**src/rtl/eq_tap_mac_sequencer_if.sv**
```systemverilog
// Control/coefficient/tap-stream bundle between EQ control, the tap
// sequencer and the FIR coefficient load port.
interface eq_tap_mac_sequencer_if #(
  parameter int NBANDS = 4,
  parameter int GAIN_W = 2,
  parameter int NTAPS  = 32,
  parameter int COEF_W = 16
);
  localparam int BAND_W = (NBANDS > 1) ? $clog2(NBANDS) : 1;
  localparam int TAP_W  = (NTAPS > 1) ? $clog2(NTAPS) : 1;

  logic [NBANDS*GAIN_W-1:0] eqVal;
  logic                     start;
  logic                     coef_we;
  logic [BAND_W-1:0]        coef_band;
  logic [TAP_W-1:0]         coef_addr;
  logic [COEF_W-1:0]        coef_data;
  logic                     tap_ready;
  logic [COEF_W-1:0]        desiredTap;
  logic [TAP_W-1:0]         tapnum;
  logic                     tap_valid;
  logic                     busy;
  logic                     done;

  modport master (
    output eqVal, start, coef_we, coef_band, coef_addr, coef_data, tap_ready,
    input  desiredTap, tapnum, tap_valid, busy, done
  );

  modport slave (
    input  eqVal, start, coef_we, coef_band, coef_addr, coef_data, tap_ready,
    output desiredTap, tapnum, tap_valid, busy, done
  );
endinterface

```
**src/rtl/eq_tap_mac_sequencer.sv**
```systemverilog
// Builds each FIR tap as a gain-weighted sum of per-band base coefficients,
// one band per cycle, and streams the saturated taps out with a handshake.
module eq_tap_mac_sequencer #(
  parameter int NBANDS = 4,
  parameter int GAIN_W = 2,
  parameter int NTAPS  = 32,
  parameter int COEF_W = 16
) (
  input logic                   clk,
  input logic                   reset,
  eq_tap_mac_sequencer_if.slave bus
);
  localparam int BAND_W = (NBANDS > 1) ? $clog2(NBANDS) : 1;
  localparam int TAP_W  = (NTAPS > 1) ? $clog2(NTAPS) : 1;
  localparam int PROD_W = COEF_W + GAIN_W + 1;
  localparam int ACC_W  = COEF_W + GAIN_W + BAND_W + 1;

  localparam logic signed [ACC_W-1:0] SAT_MAX = {{(ACC_W-COEF_W+1){1'b0}}, {(COEF_W-1){1'b1}}};
  localparam logic signed [ACC_W-1:0] SAT_MIN = {{(ACC_W-COEF_W+1){1'b1}}, {(COEF_W-1){1'b0}}};

  typedef enum logic [1:0] {S_IDLE, S_MAC, S_OUT} state_t;

  state_t                   r_state, w_state_nxt;
  logic signed [COEF_W-1:0] r_table [NBANDS][NTAPS];
  logic [NBANDS*GAIN_W-1:0] r_gain, w_gain_nxt;
  logic signed [ACC_W-1:0]  r_acc, w_acc_nxt;
  logic [BAND_W-1:0]        r_band, w_band_nxt;
  logic [TAP_W-1:0]         r_n, w_n_nxt;
  logic [COEF_W-1:0]        r_tap, w_tap_nxt;
  logic [TAP_W-1:0]         r_tapnum, w_tapnum_nxt;
  logic                     r_valid, w_valid_nxt;
  logic                     r_busy, w_busy_nxt;
  logic                     r_done, w_done_nxt;

  logic [GAIN_W-1:0]        w_gain_sel;
  logic signed [COEF_W-1:0] w_coef;
  logic signed [PROD_W-1:0] w_prod;
  logic signed [ACC_W-1:0]  w_sum;
  logic [COEF_W-1:0]        w_sat;

  // Unsigned gain is zero-extended so the multiply stays signed.
  assign w_gain_sel = r_gain[r_band*GAIN_W +: GAIN_W];
  assign w_coef     = r_table[r_band][r_n];
  assign w_prod     = $signed({1'b0, w_gain_sel}) * w_coef;
  assign w_sum      = r_acc + $signed({{(ACC_W-PROD_W){w_prod[PROD_W-1]}}, w_prod});

  always_comb begin
    if (w_sum > SAT_MAX)      w_sat = SAT_MAX[COEF_W-1:0];
    else if (w_sum < SAT_MIN) w_sat = SAT_MIN[COEF_W-1:0];
    else                      w_sat = w_sum[COEF_W-1:0];
  end

  // NOTE: every output gets a default before the case so no path leaves a latch.
  always_comb begin
    w_state_nxt  = r_state;
    w_gain_nxt   = r_gain;
    w_acc_nxt    = r_acc;
    w_band_nxt   = r_band;
    w_n_nxt      = r_n;
    w_tap_nxt    = r_tap;
    w_tapnum_nxt = r_tapnum;
    w_valid_nxt  = r_valid;
    w_busy_nxt   = r_busy;
    w_done_nxt   = 1'b0;
    unique case (r_state)
      S_IDLE: if (bus.start) begin
        w_gain_nxt  = bus.eqVal;
        w_acc_nxt   = '0;
        w_band_nxt  = '0;
        w_n_nxt     = '0;
        w_busy_nxt  = 1'b1;
        w_state_nxt = S_MAC;
      end
      S_MAC: begin
        w_acc_nxt = w_sum;
        if (r_band == BAND_W'(NBANDS-1)) begin
          w_tap_nxt    = w_sat;
          w_tapnum_nxt = r_n;
          w_valid_nxt  = 1'b1;
          w_state_nxt  = S_OUT;
        end else begin
          w_band_nxt = r_band + BAND_W'(1);
        end
      end
      S_OUT: if (bus.tap_ready) begin
        w_valid_nxt = 1'b0;
        if (r_n == TAP_W'(NTAPS-1)) begin
          w_done_nxt  = 1'b1;
          w_busy_nxt  = 1'b0;
          w_state_nxt = S_IDLE;
        end else begin
          w_n_nxt     = r_n + TAP_W'(1);
          w_acc_nxt   = '0;
          w_band_nxt  = '0;
          w_state_nxt = S_MAC;
        end
      end
      default: w_state_nxt = S_IDLE;
    endcase
  end

  // NOTE: sequential state uses non-blocking assignments so all registers
  // update together from the same pre-edge values.
  always_ff @(posedge clk) begin
    if (reset) r_state <= S_IDLE;
    else       r_state <= w_state_nxt;
  end

  always_ff @(posedge clk) begin
    if (reset) begin
      r_gain   <= '0;
      r_acc    <= '0;
      r_band   <= '0;
      r_n      <= '0;
      r_tap    <= '0;
      r_tapnum <= '0;
      r_valid  <= 1'b0;
      r_busy   <= 1'b0;
      r_done   <= 1'b0;
    end else begin
      r_gain   <= w_gain_nxt;
      r_acc    <= w_acc_nxt;
      r_band   <= w_band_nxt;
      r_n      <= w_n_nxt;
      r_tap    <= w_tap_nxt;
      r_tapnum <= w_tapnum_nxt;
      r_valid  <= w_valid_nxt;
      r_busy   <= w_busy_nxt;
      r_done   <= w_done_nxt;
    end
  end

  // NOTE: the coefficient table has no reset so it maps onto plain RAM and
  // survives a sequence abort.
  always_ff @(posedge clk) begin
    if (r_state == S_IDLE && bus.coef_we)
      r_table[bus.coef_band][bus.coef_addr] <= bus.coef_data;
  end

  assign bus.desiredTap = r_tap;
  assign bus.tapnum     = r_tapnum;
  assign bus.tap_valid  = r_valid;
  assign bus.busy       = r_busy;
  assign bus.done       = r_done;
endmodule

```
**src/flat_wrapper.sv**
```systemverilog
// flat-port wrapper written by rule: the top's interface ports become plain ports
module eq_tap_mac_sequencer_flat 
#(
  parameter int NBANDS = 4,
  parameter int GAIN_W = 2,
  parameter int NTAPS  = 32,
  parameter int COEF_W = 16
)
  (clk, reset, bus_eqVal, bus_start, bus_coef_we, bus_coef_band, bus_coef_addr, bus_coef_data, bus_tap_ready, bus_desiredTap, bus_tapnum, bus_tap_valid, bus_busy, bus_done);
  eq_tap_mac_sequencer_if #(.NBANDS(NBANDS), .GAIN_W(GAIN_W), .NTAPS(NTAPS), .COEF_W(COEF_W)) bus_i ();
  input logic clk;
  input logic reset;
  input wire logic [$bits(bus_i.eqVal)-1:0] bus_eqVal;
  input wire logic [$bits(bus_i.start)-1:0] bus_start;
  input wire logic [$bits(bus_i.coef_we)-1:0] bus_coef_we;
  input wire logic [$bits(bus_i.coef_band)-1:0] bus_coef_band;
  input wire logic [$bits(bus_i.coef_addr)-1:0] bus_coef_addr;
  input wire logic [$bits(bus_i.coef_data)-1:0] bus_coef_data;
  input wire logic [$bits(bus_i.tap_ready)-1:0] bus_tap_ready;
  output wire logic [$bits(bus_i.desiredTap)-1:0] bus_desiredTap;
  output wire logic [$bits(bus_i.tapnum)-1:0] bus_tapnum;
  output wire logic [$bits(bus_i.tap_valid)-1:0] bus_tap_valid;
  output wire logic [$bits(bus_i.busy)-1:0] bus_busy;
  output wire logic [$bits(bus_i.done)-1:0] bus_done;
  assign bus_i.eqVal = bus_eqVal;
  assign bus_i.start = bus_start;
  assign bus_i.coef_we = bus_coef_we;
  assign bus_i.coef_band = bus_coef_band;
  assign bus_i.coef_addr = bus_coef_addr;
  assign bus_i.coef_data = bus_coef_data;
  assign bus_i.tap_ready = bus_tap_ready;
  assign bus_desiredTap = bus_i.desiredTap;
  assign bus_tapnum = bus_i.tapnum;
  assign bus_tap_valid = bus_i.tap_valid;
  assign bus_busy = bus_i.busy;
  assign bus_done = bus_i.done;
  eq_tap_mac_sequencer #(.NBANDS(NBANDS), .GAIN_W(GAIN_W), .NTAPS(NTAPS), .COEF_W(COEF_W)) u_core (.clk(clk), .reset(reset), .bus(bus_i));
endmodule
```
**config.mk**
```make
export PLATFORM = sky130hd
export DESIGN_NAME = eq_tap_mac_sequencer_flat
export DESIGN_NICKNAME = d
export VERILOG_FILES = /design/src/rtl/eq_tap_mac_sequencer_if.sv /design/src/rtl/eq_tap_mac_sequencer.sv /design/src/flat_wrapper.sv
export SDC_FILE = /design/constraint.sdc
export NUM_CORES = 2
export LEC_CHECK = 0
export CAP_MARGIN = 10
export CELL_PAD_IN_SITES_DETAIL_PLACEMENT = 0
export CELL_PAD_IN_SITES_GLOBAL_PLACEMENT = 1
export CORE_ASPECT_RATIO = 1.75
export CORE_MARGIN = 5
export CORE_UTILIZATION = 29
export CTS_CLUSTER_SIZE = 10
export DETAILED_ROUTE_END_ITERATION = 6
export PLACE_DENSITY_LB_ADDON = 0.1
export SYNTH_ARGS = -nofsm -noshare
export SYNTH_HDL_FRONTEND = slang
export SYNTH_SLANG_ARGS = --single-unit
```
**constraint.sdc**
```tcl
create_clock -name clk -period 8.5 [get_ports clk]
set_input_delay 1.7 -clock clk [delete_from_list [all_inputs] [get_ports clk]]
set_output_delay 1.7 -clock clk [all_outputs]
set_load 0.1 [all_outputs]
```
# ---- After elaboration in Yosys (flattened, before gate mapping)
# Memory sizes are Yosys's and may differ from the RTL's. A register that Yosys moved wholly into a read port is not among the register bits.
# Cells that the tools add are included.
dict set report totals {
  inputBits 36
  n_memories 1
  regBits 62
  out_inout_bits 24
  mem_bits_rw 2048
}
dict set report op_classes {
  n_mux 37
  bitwise 4
  order_cmp 5
  multipliers 1
  n_addsub 3
  shift 1
  n_eq_ne 10
  reduce_logical 15
}
# name depth width read_ports rd_clocked_by_memory_dff wr line_no
set mem_list {}
lappend mem_list {u_core.r_table 4 512 1 1 1 eq_tap_mac_sequencer.sv:24} ;# logic signed [COEF_W-1:0] r_table [NBANDS][NTAPS];
# cell count
set op_table {}
lappend op_table {{$mux 512} 1}
lappend op_table {{$bmux 16 s5} 1}
lappend op_table {{$demux 16 s5} 1}
lappend op_table {{$mux 16} 5}
lappend op_table {{$mux 21} 3}
lappend op_table {{$pmux 21 s3} 1}
lappend op_table {{$add 21x19->21} 1}
lappend op_table {{$gt 21x16->1 const B} 1}
lappend op_table {{$lt 21x16->1 const B} 1}
lappend op_table {{$mul 3x16->19} 1}
lappend op_table {{$mux 2} 9}
lappend op_table {{$mux 5} 3}
lappend op_table {{$ge 6x6->1 const B} 2}
lappend op_table {{$not 5->6} 2}
lappend op_table {{$pmux 2 s3} 2}
lappend op_table {{$reduce_and 4->1} 3}
lappend op_table {{$pmux 5 s2} 1}
lappend op_table {{$mux 1} 8}
lappend op_table {{$ne 2x2->1 const B} 4}
lappend op_table {{$shiftx 8x4->2} 1}
lappend op_table {{$lt 6x1->1 const B} 1}
lappend op_table {{$reduce_and 3->1} 2}
lappend op_table {{$add 5x1->5 const B} 1}
lappend op_table {{$eq 5x5->1 const B} 1}
lappend op_table {{other kinds (13)} 20}

# ---- Depth between registers and ports, before layout
dict set report logic_depth {
  depth_word 9
  ltp_mapped 25
  mapped_depth_nobuf 20
}

# ---- Worst setup path after synthesis
# No wires, ideal clock.
dict set report synth_path {
  kind {register -> register}
  from {register (tool-made name)}
  to {register u_core.r_tap[14], in the netlist u_core.bus.desiredTap[14]}
  stages_incl_launch_ff 23
  arrival_time_ps 5962
  setup_slack_ps 2394
  required_ps 8356
  synth_period_minus_slack_ps 6106
  path_buffers 4
  path_cell_list {dfxtp_1 clkbuf_1 clkbuf_1 buf_1 mux4_2 mux4_2 mux4_2 mux2i_1 nor2_1 ha_1 inv_1 fa_1 inv_1 ha_1 nand3_1 or3_1 or4b_1 o211ai_1 xnor2_1 o2111ai_2 o31ai_2 buf_6 o32ai_1}
}
# element line_no
set synth_lines {}
lappend synth_lines {{end signal, assigned} eq_tap_mac_sequencer.sv:125} ;# r_tap <= w_tap_nxt;
lappend synth_lines {{end, declared} eq_tap_mac_sequencer.sv:29} ;# logic [COEF_W-1:0] r_tap, w_tap_nxt;

==> results.json <==
{
  "drt_first_iter_violations": 2597,
  "synth.top_cells.by_count": "edfxtp_1, mux4_2, nor2_1",
  "synth_edf_count": 2048,
  "synthesis.nets": 3749,
  "crit_fanout": 48,
  "layout_cell_share_with_drive_strength_beyond_1_pct": 30.5,
  "max_cap_viol_count": 0,
  "timing.max_slew.rel_slack_pct": 20.6,
  "start_util_pct": 29.1,
  "vias": 37407,
  "critPathRequiredTime_ps": 9200,
  "path_class": "reg2reg",
  "cell_taking_the_most_area_after_synthesis": "edfxtp_1",
  "cts_repair_resize_count": 0,
  "final.period_utilization_pct": 84.1,
  "grt_overflow_total": 0,
  "die_area_mm2": 0.296,
  "grt_antenna_before_repair": 20,
  "grt_setup_unrepaired": "no",
  "pin_count": 60,
  "setup.worst_path.end_class": "register",
  "vdd.ir_drop.worst_mv": 0.163,
  "synth_top_area_share_pct": 74.4,
  "ys_async_sr_fraction_pct": 0,
  "finalSetupViolCount": 0,
  "synth_flop_cell": "edfxtp_1",
  "timing.final.crit_period_ps": 7150,
  "tritoncts": "built",
  "clk_transition_reported_paths_ps": 60,
  "remaining_drc_errors": 0,
  "drt.antenna.violating_nets": 0,
  "setup.worst_path.start_class": "register",
  "numCtsBuffers": 238,
  "die_y_um": 716,
  "clock.fmax_mhz": 140,
  "via_per_inst": 4.84,
  "grt_max_degree": 106,
  "routed_wire_length_per_instance_um": 31.1,
  "ys_seq_elements": 2112,
  "yosysUniqueCellTypes": 53,
  "die_x_um": 414,
  "htreeDepth": 4,
  "tightest_slew_ps": 1190,
  "globalplace.congestion": 0.735,
  "syn_area_mm2": 0.0827,
  "count_of_endpoints_failing_hold_in_the_final_timing_report": 0,
  "synth_cells": 3653,
  "ys_seq_area_share_pct": 75.9,
  "leakage_nw": 28.2,
  "finish.utilization_pct": 33.6,
  "cts_root_buffer": "clkbuf_16",
  "yosys.cell_count.top_type": "edfxtp_1",
  "post_cts_buffers": 0,
  "hold_path_class": "reg2reg",
  "first_global_vias": 41226,
  "cts_sinks": 2112,
  "pre_cts_ws_ps": 1230,
  "maximum_clock_skew_at_final_layout_ps": 61.0,
  "power_density_mw_per_mm2": 224,
  "placement_rows": 259,
  "worst_path_arrival_time_ps": 7850,
  "detailedPlacementHpwl_um": 146000,
  "run_status": "complete, no violations",
  "yosys_warnings": 0,
  "final_nets": 3999,
  "avgSynthCellArea_um2": 22.6,
  "gr-usage-all-layers_pct": 16.2,
  "hold_slack_ps": 454,
  "fin_tns_setup_ps": 0,
  "slew_violations": 0,
  "clockBufferDepth": 4,
  "pre_antenna_drt_iters": 5,
  "cts_hold_buf": 0,
  "wirelength_um": 241000,
  "synth_area_leaders": "edfxtp_1, mux4_2, dfxtp_1",
  "place.port_buffers": 59,
  "timing.final.ws_setup_ps": 1350,
  "core_mm2": 0.284,
  "flow.area_growth_from_synthesis_pct": 15.4,
  "clk-insertion-delay-late_ps": 890,
  "grt_pass1_wl_um": 336000
}
==> worst paths after layout <==
path | from | endpoint | slack, ps | cells past startpoint
max | register | u_core.bus.desiredTap[4] | 1350 | 21
min | u_core.bus.tapnum[2] | u_core.bus.tapnum[2] | 450 | 2
max reg2reg | register | u_core.bus.desiredTap[4] | 1350 | 21
min reg2reg | u_core.bus.tapnum[2] | u_core.bus.tapnum[2] | 450 | 2
==> placed cells by master, fill, tap and decap left out, drive strengths merged, types with 4 or more instances in the layout <==
| cell type | n |
|---|---|
| and3 | 5 |
| nor2 | 227 |
| a21o | 10 |
| o21ai | 15 |
| nand2 | 101 |
| mux2i | 20 |
| fa | 16 |
| mux4 | 669 |
| clkinv | 4 |
| a22oi | 18 |
| dfxtp | 64 |
| clkbuf | 274 |
| and2 | 6 |
| clkdlybuf4s50 | 42 |
| nor3b | 5 |
| o32ai | 15 |
| nand2b | 6 |
| nor2b | 8 |
| nor3 | 7 |
| ha | 44 |
| diode | 5 |
| a31oi | 4 |
| inv | 73 |
| nand3 | 5 |
| xor2 | 9 |
| a211oi | 4 |
| xnor2 | 11 |
| a21oi | 40 |
| edfxtp | 2048 |
| buf | 159 |
==> routing by layer <==
layer	vias up	part of all wire, %	track usage [%]
met4	6	1.9	3.32
met1	20791	39	19.3
met3	282	2.9	1.86
met2	609	56	31.1
li1	15719	-	-
met5	-	0.012	0
==> cells by family (layout without fill, tap and decap cells) <==
family	Yosys count	count (layout)	share of synthesized area [%]
xor+xnor	20	20	0.212
buf+inv	261	553	1.40
compound gates	125	125	1.03
other cells	0	5	0
flops	2112	2112	75.9
simple gates	383	383	1.91
mux	692	692	18.5
fa+ha+maj	60	60	1.05
==> sequential cells by signal (all words and copies together) (netlist names), named ones only <==
register	flops
u_core.r_table	2048
u_core.bus.done	1
u_core.bus.tapnum	5
u_core.r_band	2
u_core.r_acc	21
u_core.r_n	5
u_core.r_state	2
u_core.bus.desiredTap	16
u_core.bus.tap_valid	1
u_core.r_gain	8
u_core.bus.busy	1
==> power by group <==
part | total, W | switching [W] | internal [W]
Sequential | 0.0115 | 0.0000159 | 0.0114
Clock | 0.00894 | 0.00392 | 0.00502
Combinational | 0.00103 | 0.000636 | 0.000392
Total | 0.0214 | 0.00457 | 0.0169
==> critical path, cell delays in order, from the launching register on <==
cell and delay [ps]:
dfxtp_4 600, buf_12 400, mux4_2 570, mux4_2 570, mux4_2 630, nand2_1 140, o21ai_1 180, nor2b_1 210
ha_1 280, inv_1 50, fa_1 490, inv_1 70, fa_1 520, a21o_1 220, a221oi_2 460, o211ai_1 200
a31oi_1 210, xor2_1 300, o2111ai_2 180, o31ai_2 250, buf_4 250, o32ai_1 110
==> final cells by class <==
type	count	area, um^2
Antenna cell	5	12.5
Clock buffer	274	6140
Clock inverter	8	96.3
Fill cell	26574	189000
Inverter	70	263
Multi-Input combinational cell	1280	19400
Sequential cell	2112	62800
Tap cell	3784	4730
Timing Repair Buffer	201	1990
==> through the flow <==
step	std cells	instance area (um^2)	total power, W
detailed placement	7447	89200	0.0127
CTS	7729	95500	0.0218
global placement	7447	89200	0.0127
finish	7734	95500	0.0214
floorplan	3653	82700	0.0122
global route	7730	95500	0.0222
Power figures use the tool's default switching activity.
